===== src/rtl/rf_wb_arbiter.sv =====
// Register-file write-port arbiter: the pipeline writeback always wins; functional-unit
// results queue in a small FIFO and drain in idle cycles, with starvation stall and WAW query.
module rf_wb_arbiter #(
    parameter int DATA_WIDTH = 32,
    parameter int REG_W      = 7,
    parameter int DEPTH      = 4,
    parameter int STARVE_MAX = 8
) (
    input  logic                  clk,
    input  logic                  rst_n,
    input  logic                  p_wrd,
    input  logic [REG_W-1:0]      p_regDst,
    input  logic [DATA_WIDTH-1:0] p_data,
    input  logic                  m_valid,
    output logic                  m_ready,
    input  logic [REG_W-1:0]      m_regDst,
    input  logic [DATA_WIDTH-1:0] m_data,
    output logic                  rf_wrd,
    output logic [REG_W-1:0]      rf_regDst,
    output logic [DATA_WIDTH-1:0] rf_data,
    output logic                  stall_req,
    input  logic [REG_W-1:0]      q_reg,
    output logic                  q_hit
);
    localparam int AW = $clog2(DEPTH);
    localparam int SW = $clog2(STARVE_MAX + 1);
    localparam logic [AW:0]   DEPTH_C  = (AW+1)'(DEPTH);
    localparam logic [SW-1:0] STARVE_C = SW'(STARVE_MAX);

    logic [REG_W-1:0]      reg_mem_r  [DEPTH];
    logic [DATA_WIDTH-1:0] data_mem_r [DEPTH];
    logic [DEPTH-1:0]      valid_r;
    logic [AW-1:0]         wr_ptr_r;
    logic [AW-1:0]         rd_ptr_r;
    logic [AW:0]           count_r;
    logic [SW-1:0]         starve_r;
    logic                  stall_r;

    logic                  push_s;
    logic                  pop_s;
    logic [SW-1:0]         starve_nxt_s;
    logic                  hit_s;

    // A full FIFO stays not-ready even if it drains this cycle.
    assign m_ready   = (count_r < DEPTH_C);
    assign stall_req = stall_r;
    assign q_hit     = hit_s;

    // Handshake decode and next starvation count.
    always_comb begin
        push_s       = m_valid && m_ready;
        pop_s        = !p_wrd && (count_r != '0);
        starve_nxt_s = starve_r;
        if (pop_s) begin
            starve_nxt_s = '0;
        end else if (p_wrd && (count_r != '0)) begin
            starve_nxt_s = (starve_r == STARVE_C) ? starve_r : starve_r + SW'(1);
        end else if ((count_r == '0) && !push_s) begin
            starve_nxt_s = '0;
        end else begin
            starve_nxt_s = starve_r;
        end
    end

    // Destination match against buffered results only.
    always_comb begin
        hit_s = 1'b0;
        for (int i = 0; i < DEPTH; i++) begin
            if (valid_r[i] && (reg_mem_r[i] == q_reg)) begin
                hit_s = 1'b1;
            end else begin
                hit_s = hit_s;
            end
        end
    end

    // FIFO storage and occupancy bookkeeping.
    always_ff @(posedge clk or negedge rst_n) begin
        if (!rst_n) begin
            for (int i = 0; i < DEPTH; i++) begin
                reg_mem_r[i]  <= '0;
                data_mem_r[i] <= '0;
            end
            valid_r  <= '0;
            wr_ptr_r <= '0;
            rd_ptr_r <= '0;
            count_r  <= '0;
        end else begin
            if (pop_s) begin
                valid_r[rd_ptr_r] <= 1'b0;
                rd_ptr_r          <= rd_ptr_r + AW'(1);
            end
            if (push_s) begin
                reg_mem_r[wr_ptr_r]  <= m_regDst;
                data_mem_r[wr_ptr_r] <= m_data;
                valid_r[wr_ptr_r]    <= 1'b1;
                wr_ptr_r             <= wr_ptr_r + AW'(1);
            end
            case ({push_s, pop_s})
                2'b10:   count_r <= count_r + (AW+1)'(1);
                2'b01:   count_r <= count_r - (AW+1)'(1);
                default: count_r <= count_r;
            endcase
        end
    end

    // Write-port arbitration and starvation tracking.
    always_ff @(posedge clk or negedge rst_n) begin
        if (!rst_n) begin
            rf_wrd    <= 1'b0;
            rf_regDst <= '0;
            rf_data   <= '0;
            starve_r  <= '0;
            stall_r   <= 1'b0;
        end else begin
            if (p_wrd) begin
                rf_wrd    <= 1'b1;
                rf_regDst <= p_regDst;
                rf_data   <= p_data;
            end else if (pop_s) begin
                rf_wrd    <= 1'b1;
                rf_regDst <= reg_mem_r[rd_ptr_r];
                rf_data   <= data_mem_r[rd_ptr_r];
            end else begin
                rf_wrd    <= 1'b0;
            end
            starve_r <= starve_nxt_s;
            stall_r  <= (starve_nxt_s == STARVE_C);
        end
    end
endmodule

===== config.mk =====
export PLATFORM = sky130hd
export DESIGN_NAME = rf_wb_arbiter
export DESIGN_NICKNAME = d
export VERILOG_FILES = /design/src/rtl/rf_wb_arbiter.sv
export SDC_FILE = /design/constraint.sdc
export NUM_CORES = 1
export LEC_CHECK = 0
export ABC_AREA = 1
export BUFFER_PORTS_ARGS = -buffer_cell sky130_fd_sc_hd__buf_2
export CAP_MARGIN = 25
export CORE_ASPECT_RATIO = 0.9
export CORE_MARGIN = 2
export CORE_UTILIZATION = 35
export CTS_CLUSTER_SIZE = 24
export DETAILED_ROUTE_END_ITERATION = 16
export GPL_ROUTABILITY_DRIVEN = 0
export GPL_TIMING_DRIVEN = 0
export PLACE_DENSITY = 0.51
export SLEW_MARGIN = 0
export SYNTH_ARGS = -nofsm -noshare
export SYNTH_HDL_FRONTEND = slang
export SYNTH_SLANG_ARGS = --single-unit

===== constraint.sdc =====
create_clock -name clk -period 5.4 [get_ports clk]
set_clock_uncertainty 0.15 [all_clocks]
set_input_delay 1.08 -clock clk [delete_from_list [all_inputs] [get_ports clk]]
set_output_delay 1.08 -clock clk [all_outputs]
set_load 0.005 [all_outputs]

# Word-level counts from Yosys, hierarchy flattened
# Cells that the tools add are included.
# Widths: inputs -> output; s select.
# op_classes
add_sub_neg,5
magnitude_cmp,8
eq_ne,8
muxes,33
n_bitwise,5
n_reduce_logical,17
# ops
operator,count
$mux 32,5
$bwmux 128,1
$bmux 32 s2,1
$demux 32 s2,1
$mux 7,5
$bwmux 28,1
$eq 7x7->1,4
$mux 4,6
$bmux 7 s2,1
$demux 7 s2,1
$logic_and 1x1->1,11
$eq 4x4->1 const B,2
$mux 1,8
$ge 3x3->1 const B,2
$lt 2x3->1 const B,2
$not 2->3,2
$pmux 3 s2,1
$add 2x1->2 const B,2
$add 4x1->4 const B,1
$and 4x4->4,1
$demux 1 s2,2
$ge 2x1->1 const B,2
$not 4->4,1
$or 4x4->4,1
other kinds (10),12
# totals
ff_bits,212
input_bits,89
out_inout_bits,43
wordCells,93

# Depth between registers and ports, before layout
# logic_depth
ltp_word,9
mapped_depth,10
depth_no_buf,10

# Worst setup path before layout
# No wires, ideal clock.
# synth_path
path_kind,in2reg
from,in p_wrd
to,reg count_r[2]
arrival_ns,2.520
required_time_ns,5.119
path_slack_ns,2.599
cell_stages,10
path_buffers,1
cell_sequence,buf_2 inv_2 nand2_1 inv_1 ha_1 inv_1 fa_1 a21oi_1 o21ai_0 xor2_1
# synth_between
elab_chain_cells,4
word_cells_on_any_way,6
cone_classes,eq/ne: 2; mux: 1; reduce/logical: 3
# synth_lines
element,line,source
from (decl),11,"input logic p_wrd,"
$logic_not 1->1 (*),52,pop_s = !p_wrd && (count_r != '0);
$logic_and 1x1->1 (*),52,
$eq 2x1->1 or $eq 2x2->1 (tied branches),99,"case ({push_s, pop_s})"
$pmux 3 s2 or $reduce_bool 2->1 (tied branches),n/a,
to (signal assigned),100,2'b10: count_r <= count_r + (AW+1)'(1);
to (signal assigned),101,2'b01: count_r <= count_r - (AW+1)'(1);
to (signal assigned),102,default: count_r <= count_r;
to (decl),35,logic [AW:0] count_r;
# Mark *: on every way between the ends. The rest lies on a longest branch, timed or not.
# A chain may end at the register's enable or synchronous reset.

# Worst setup path after layout
# layout_path
from,in q_reg[3]
to,out q_hit
# layout_between
elab_chain_cells,6
word_cells_on_any_way,12
cone_classes,eq/ne: 4; mux: 4; reduce/logical: 4
# layout_lines
element,line,source
from (decl),22,"input logic [REG_W-1:0] q_reg,"
$eq 7x7->1,69,if (valid_r[i] && (reg_mem_r[i] == q_reg)) begin
$logic_and 1x1->1,69,
$mux 1 (3 in series),69,
$mux 1 (*),69,
to (decl),23,output logic q_hit
# Marks and branches as above.

==> reports/results.tsv <==
stage	metric	value	unit
worst_setup_path	crit_family	buffers and inverters	
synth	netlist.area_leader.share	51.8	%
clock_tree	ctsHoldBuffers	0	
timing	rsz0062_at_grt	no	
synth	synth_nets	1424	
clock_tree	clockBufferDepth	3	
grt	antenna_found_initial	0	
clock_tree	post_cts_resized	0	
synth	synth_area_leaders	dfrtp_1, nand2_1, o21ai_0	
floorplan	die_y	166	um
floorplan	die_area	30600	um^2
placed_design	postPlaceCellArea	11400	um^2
synth	synth_top_cell_by_area	dfrtp_1	
final_layout	fillers	3078	
hold_path	min_path_type	reg2reg	
worst_setup_path	cp_cell_sequence	buf_2 -> inv_1 -> o21ai_0 -> nor2_1 -> nand2_1 -> nor2_1 -> nor2_1 -> nand2_1 -> buf_2	
synth	synth.ff_latch_count	212	
detailed_routing	first_pass_iters	6	
power_and_ir_drop	p_per_area	567	nW/um^2
synth	yosys_warnings	0	
power_and_ir_drop	power.leakage	6.33	nW
worst_setup_path	cp_max_fo	5	
detailed_routing	dr_wl_met3	1710	um
detailed_routing	drt_iter0_drc	583	
timing	finalHoldViolations	0	
timing	fin_crit	3.19	ns
synth	synth_edf_count	0	
hold_path	min_to	data_mem_r[83]$_DFFE_PN0P_	
hold_path	hold_path_depth	2	
timing	setup_violations	0	
detailed_routing	post_drt_wl_per_cell	16.6	um
floorplan	fp.dieW	184	um
grt	grt_max_degree	116	
final_layout	num_antenna_cells	0	
worst_setup_path	r2r_end	count_r[2]$_DFFE_PN0P_	
clock_tree	htreeDepth	1	
placed_design	dp.cells	1850	
grt	first_global_vias	8721	
synth	synth_area	10200	um^2
floorplan	initial_utilization	35.5	%
synth	synth_ff_type	dfrtp_1	
worst_setup_path	path_buf_inv	3	
clock_tree	root_buffer	clkbuf_16	
detailed_routing	vias	9129	
timing	tightest_slew	0.796	ns
clock_tree	postCtsSetupBuffers	0	
detailed_routing	wirelength	31500	um
synth	async_reset_ff_share	100	%
detailed_routing	wirelength_met1	15100	um
worst_setup_path	startpoint_type	input pin	
timing	slew_viol_final	0	
worst_setup_path	cp.arrival	1.96	ns
floorplan	core-area	28900	um^2
worst_setup_path	crit_path_max_incr_delay	0.20	ns
floorplan	rows	59	
final_layout	areaGrowthSynthToFinish	19.4	%
hold_path	hp-start	data_mem_r[83]$_DFFE_PN0P_	
synth	yosysUniqueCellTypes	26	
detailed_routing	ant_nets	0	
synth	synthCells	1323	
clock_tree	cts.clk_slew.worst_paths	0.06	ns
flow_run	maxCapViolCount	0	
placed_design	port_buffers	130	
timing	period_share	59.0	%
timing	slew_headroom	46.9	%
detailed_routing	drc	0	
worst_setup_path	slowest_stage	o21ai_0	
worst_setup_path	r2r-start	count_r[2]$_DFFE_PN0P_	
final_layout	multiInputGateArea	3920	um^2
final_layout	drive_above_1_share	14.3	%
final_layout	finalNonFillerCells	1893	
grt	track_usage	20.9	%
synth	ys_seq_area_share	51.8	%
worst_setup_path	path_class	in2out	
outcome	status	complete, no violations	
clock_tree	numCtsBuffers	25	
power_and_ir_drop	ir_drop	258	uV
worst_setup_path	cp.required	4.17	ns
floorplan	io_pins	132	
detailed_routing	wl_met2	13900	um
detailed_routing	via_per_inst	4.82	
clock_tree	insertion_delay	0.53	ns
synth	synth_area_per_cell	7.74	um^2
grt	gr-total-overflow	0	
grt	grt_pass1_wl	50100	um
worst_setup_path	rrSetupSlack	3.15	ns
final_layout	design_area	12200	um^2
detailed_routing	top_layer	met4	
final_layout	ff_latch_area	5310	um^2
final_layout	fin_nets	1582	
placed_design	dp_hpwl	21100	um
worst_setup_path	endpoint_kind	primary output	
timing	fmaxAchievable	314	MHz
worst_setup_path	crit_top_cell	nor2_1	
clock_tree	cts_tree	done	
clock_tree	clock-sinks	212	
worst_setup_path	reg2reg_depth	10	
## flip-flops by register name, indices dropped and copies added, names as in the netlist
name,cells
data_mem_r,128
rf_data,32
reg_mem_r,28
rf_regDst,7
starve_r,4
valid_r,4
count_r,3
rd_ptr_r,2
wr_ptr_r,2
rf_wrd,1
stall_req,1
## power breakdown
group          switching [mW]  internal [mW]  total, mW  leakage (nW)
logic                    1.61          0.914       2.52          3.28
registers               0.429           2.31       2.74          2.65
clock network           0.659           1.01       1.67         0.395
## final cells by class
class | instances | share of cell area [%]
sequential | 212 | 43.4
multi-input combinational | 876 | 32.1
clock buffer | 36 | 5.87
timing repair buffer | 131 | 5.63
inverter | 162 | 4.98
tap | 396 | 4.05
buffer | 73 | 3.26
clock inverter | 7 | 0.717
## cells in the final DEF (no fill, tap or decap), types with 6 or more instances in the layout
cell type	synthesis	routed
ha_1	11	11
inv_1	158	158
a21oi_1	86	86
o21ai_1	37	37
o21ai_0	176	176
nor2_1	69	69
dfrtp_1	212	212
nand3_1	11	11
nand2_1	438	438
nand2_2	6	6
clkbuf_16	0	25
buf_6	11	11
buf_2	19	148
clkbuf_1	35	41
a31oi_1	32	32
## cell usage after synthesis, types with 3 or more instances
cell	instances
dfrtp_1	212
nand2_2	6
buf_6	11
buf_4	4
xor2_1	3
nand2_1	438
ha_1	11
a31oi_1	32
nor2_1	69
o21ai_0	176
inv_1	158
a21oi_1	86
nand3_1	11
o21ai_1	37
buf_2	19
clkbuf_1	35
## through the flow
step / util, % / setup slack, ns / total power [mW] / hold slack, ns / setup TNS [ns]
floorplan: - / 2.60 / 4.33 / 0.292 / 0
global placement: 39.4 / -0.890 / 5.24 / 0.315 / -182.83
detailed placement: 39.6 / 2.00 / 5.29 / 0.321 / 0
CTS: 42.3 / 2.22 / 6.99 / 0.336 / 0
global route: 42.3 / 2.10 / 7.52 / 0.356 / 0
finish: 42.3 / 2.21 / 6.93 / 0.330 / 0
## routing by layer
layer	GRT usage, %	vias up
met1	30.7	4337
li1	-	4488
met4	5.46	0
met3	2.92	49
met5	0	-
met2	32.4	255
## worst max-delay path by stage
stage,from,to,slack (ns),cells after the start
after global routing,q_reg[0],q_hit,2.10,10
after floorplan,p_wrd,count_r[2]$_DFFE_PN0P_,2.60,10
final,q_reg[3],q_hit,2.21,9
after global placement,rst_n,data_mem_r[8]$_DFFE_PN0P_,-0.89,1
after CTS,q_reg[3],q_hit,2.22,9
after detailed placement,p_wrd,count_r[2]$_DFFE_PN0P_,2.00,10
## cells by family after synthesis
group                      after synthesis  share of synthesized area (%)
adders and majority gates               12                           1.54
xor gates and xnor gates                 4                          0.342
DFF                                    212                           51.8
buffers and inverters                  235                           9.83
and+or+nand+nor                        528                           19.8
AOI/OAI and AO/OA                      332                           16.7
## worst reg2reg max path: stages, from the launching register on
cell,delay [ns]
dfrtp_1,0.42
nor2_2,0.08
nand2_2,0.08
nand2_1,0.13
inv_1,0.24
ha_1,0.20
inv_1,0.07
fa_1,0.37
a21oi_1,0.13
o21ai_0,0.11
xor2_1,0.15
(Power assumes the default switching activity.)
